===== src/rtl/sysid_ckr_pkg.sv =====
// Shared types and constants for the sysid boot checker.
package sysid_ckr_pkg;

  typedef enum logic [2:0] {
    ST_BOOT,
    ST_RD_ID,
    ST_WT_ID,
    ST_RD_TS,
    ST_WT_TS,
    ST_DONE
  } ckr_state_e;

  localparam logic SYSID_WORD_ID = 1'b0;
  localparam logic SYSID_WORD_TS = 1'b1;

  localparam int unsigned TMR_W = 16;

endpackage


===== src/rtl/sysid_ckr_timer.sv =====
// Per-phase cycle counter; o_expired flags the last allowed cycle of a phase.
module sysid_ckr_timer
  import sysid_ckr_pkg::*;
#(
  parameter logic [TMR_W-1:0] TERMINAL = '1
) (
  input  logic i_clock,
  input  logic i_reset_n,
  input  logic i_clear,
  input  logic i_enable,
  output logic o_expired
);

  logic [TMR_W-1:0] r_count;

  always_ff @(posedge i_clock or negedge i_reset_n) begin
    if (!i_reset_n) begin
      r_count <= '0;
    end else if (i_clear) begin
      r_count <= '0;
    end else if (i_enable && !o_expired) begin
      r_count <= r_count + 1'b1;
    end
  end

  assign o_expired = (r_count == TERMINAL);

endmodule


===== config.mk =====
export PLATFORM = sky130hd
export DESIGN_NAME = sysid_ckr_timer
export DESIGN_NICKNAME = d
export VERILOG_FILES = /design/src/rtl/sysid_ckr_pkg.sv /design/src/rtl/sysid_ckr_timer.sv
export SDC_FILE = /design/constraint.sdc
export NUM_CORES = 1
export LEC_CHECK = 0
export CAP_MARGIN = 20
export CELL_PAD_IN_SITES_DETAIL_PLACEMENT = 0
export CELL_PAD_IN_SITES_GLOBAL_PLACEMENT = 1
export CORE_UTILIZATION = 51
export DETAILED_ROUTE_END_ITERATION = 10
export DONT_BUFFER_PORTS = 1
export GPL_TIMING_DRIVEN = 0
export PLACE_DENSITY = 0.92
export SLEW_MARGIN = 20
export SYNTH_ARGS = -nofsm -noshare
export SYNTH_HDL_FRONTEND = slang
export SYNTH_SLANG_ARGS = --single-unit

===== constraint.sdc =====
create_clock -name i_clock -period 3.78 [get_ports i_clock]
set_input_delay 0.567 -clock i_clock [delete_from_list [all_inputs] [get_ports i_clock]]
set_output_delay 0.567 -clock i_clock [all_outputs]
set_load 0.1 [all_outputs]

==> metrics.yaml <==
cts:
  numCtsBuffers: 3
  cts_tree: "built"
  cts_num_sinks: 16
  clockBufferDepth: 2
  clk_pin_slew_ns: 0.09
  post_cts_resized: 0
  htreeDepth: 1
  cts-root-buf: "clkbuf_4"
  clk_latency_ns: 0.28
setup_path:
  path_max_fanout: 6
  r2r_cells: 5
  cpPeakStageDelay_ns: 0.44
  cp.required_ns: 3.21
  end_kind: "primary output"
  worstPathArrival_ns: 1.67
  critical_path.cell_chain: "nand4_1 -> nor4_4 -> buf_8"
  start_kind: "register"
  crit_type: "reg -> out"
  crit_slowest_cell: "dfrtp_1"
grt:
  grt_pass1_vias: 775
  track_usage_pct: 22.8
  grt_pass1_wl_um: 3350
  overflow: 0
  antenna_found_initial: 0
  grt_max_degree: 17
timing:
  worst_pin_slew_ns: 0.714
  fin_skew_ns: 0.00398
  hold_viol_final: 0
  min_period_ns: 2.23
  finalMaxSlewViolations: 0
  setup_viol: 0
  grt_setup_unrepaired: "false"
  slew_headroom_pct: 52.2
  fin_tns_setup_ns: 0
  fmax_mhz: 448
  fin_crit_sh_pct: 59.1
yosys:
  yosysSeqAreaShare_pct: 41.7
  synth.avg_cell_area_um2: 9.41
  netlist_instances: 102
  synth_edf_count: 0
  yosysWarningCount: 0
  synth-async-reset-ratio_pct: 100
  synth_top_flop_cell: "dfrtp_1"
  ys_seq_elements: 16
  syn_nets: 107
  synth_cell_types: 34
  syn_area_um2: 960
final_layout:
  fill_cells: 157
  nNetsFinal: 114
  post-route-cell-area_um2: 1050
  antennaDiodeCount: 0
  regMostFlops: "r_count"
  reg_top3: "r_count: 16 flops"
  final_layout_size_suffix_gt1_share_pct: 15.9
  area_growth_pct: 9.78
  largest_reg_flops: 16
detailed_routing:
  viasPerCell: 6.11
  num_vias: 807
  drt_iter0_drc: 16
  wl_um: 1960
  ant_nets: 0
  drc: 0
  wl_per_cell_um: 14.8
  drt_pass1_iterations: 4
placement:
  place_congestion: 0.882
  io_buffers: 0
  dp_hpwl_um: 1420
  placed_area_um2: 1020
floorplanning:
  start_util_pct: 55.0
  num_rows: 15
  die_area_um2: 2060
  io_pins: 5
  die_x_um: 45.4
  core-area_um2: 1750
  die_y_um: 45.4
pwr:
  power.leakage_nw: 0.413
  powerDensity_nw_per_um2: 270
  vdd_drop_max_mv: 0.151
run:
  cap_violations: 0
min_path:
  whs_path_depth: 2
  hold_class: "in -> reg"
status:
  status: "complete, no violations"
-- Yosys cell counts, drive strengths merged, types with 2 or more instances --
cell / number / area (µm²)
o31a: 2 / 18.8
buf: 3 / 21.3
nand3: 7 / 35.0
o21ai: 6 / 30.0
nand2b: 3 / 18.8
nor2: 6 / 22.5
or4: 3 / 22.5
nand4: 6 / 52.6
a21oi: 10 / 50.1
dfrtp: 16 / 400
mux2: 3 / 33.8
nand2: 7 / 26.3
or3: 7 / 50.1
nor4: 5 / 31.3
nor2b: 3 / 18.8
o31ai: 2 / 15.0
-- power breakdown --
group / switching, mW / internal (mW)
Combinational: 0.0117 / 0.00766
Clock: 0.0523 / 0.0370
Sequential: 0.00239 / 0.173
Total: 0.0664 / 0.218
-- metrics by stage --
stage	std cells	hold WS [ns]	util (%)	power (mW)	worst slack, ns
after global placement	127	0.272	57.1	0.194	0.655
after detailed placement	128	0.272	58.5	0.194	1.81
final	132	0.542	60.4	0.284	1.55
after CTS	132	0.537	60.4	0.287	1.54
after global routing	132	0.560	60.4	0.295	1.45
after floorplan	102	0.271	-	0.191	0.803
-- critical path, delay by kind of cell, from the launching register on --
kind,cells,cell delay [ns]
buffers and inverters,1,0.24
DFF,1,0.44
and+or+nand+nor,2,0.71
-- final timing paths --
path	slack, ns	endpoint	start
worst min register to register	0.56	r_count[15]$_DFFE_PN0P_	r_count[15]$_DFFE_PN0P_
min in group asynchronous	0.77	r_count[2]$_DFFE_PN0P_	i_reset_n
worst max register to register	1.77	r_count[10]$_DFFE_PN0P_	r_count[0]$_DFFE_PN0P_
worst max-delay path	1.55	o_expired	r_count[13]$_DFFE_PN0P_
worst min-delay path	0.54	r_count[9]$_DFFE_PN0P_	i_clear
max in group asynchronous	2.56	r_count[8]$_DFFE_PN0P_	i_reset_n
-- cell type report --
type                            instances  area (µm²)  area share (%)
Sequential cell                        16         400            38.0
Multi-Input combinational cell         80         527            50.0
Tap cell                               25        31.3            2.97
Timing Repair Buffer                    2        25.0            2.38
Inverter                                1        3.75           0.356
Clock buffer                            3        22.5            2.14
Buffer                                  5        43.8            4.16
-- cells by family after synthesis --
group	Yosys count	synth area share [%]
DFF	16	41.7
AOI/OAI and AO/OA	24	15.6
buffers and inverters	6	4.95
and+or+nand+nor	51	31.8
muxes	4	4.56
adders and majority gates	1	1.30
-- layout by cell type (no fill, tap or decap), types with 2 or more instances in the layout --
cell / count
a21oi_1: 10
nor2_1: 6
or4_1: 3
mux2_2: 3
nor2b_1: 3
or3_1: 5
nand3_1: 7
nand2b_1: 3
nand4_1: 5
o31ai_1: 2
clkbuf_4: 3
dfrtp_1: 16
nor4_1: 4
buf_2: 2
nand2_1: 7
o21ai_0: 6
-- layer usage --
layer | track usage (%) | vias up | share of wire [%]
met3 | 4.37 | 2 | 2.4
met5 | 0 | - | 0
li1 | - | 404 | -
met1 | 31.8 | 393 | 50
met4 | 7.88 | 0 | 0.31
met2 | 35.1 | 8 | 47
-- repair_timing --
| action | in CTS | in global routing |
|---|---|---|
| buffers inserted | 0 | 0 |
| hold buffers | 1 | 0 |
| hold endpoints to repair | 16 | 0 |
(Power assumes the default switching activity.)
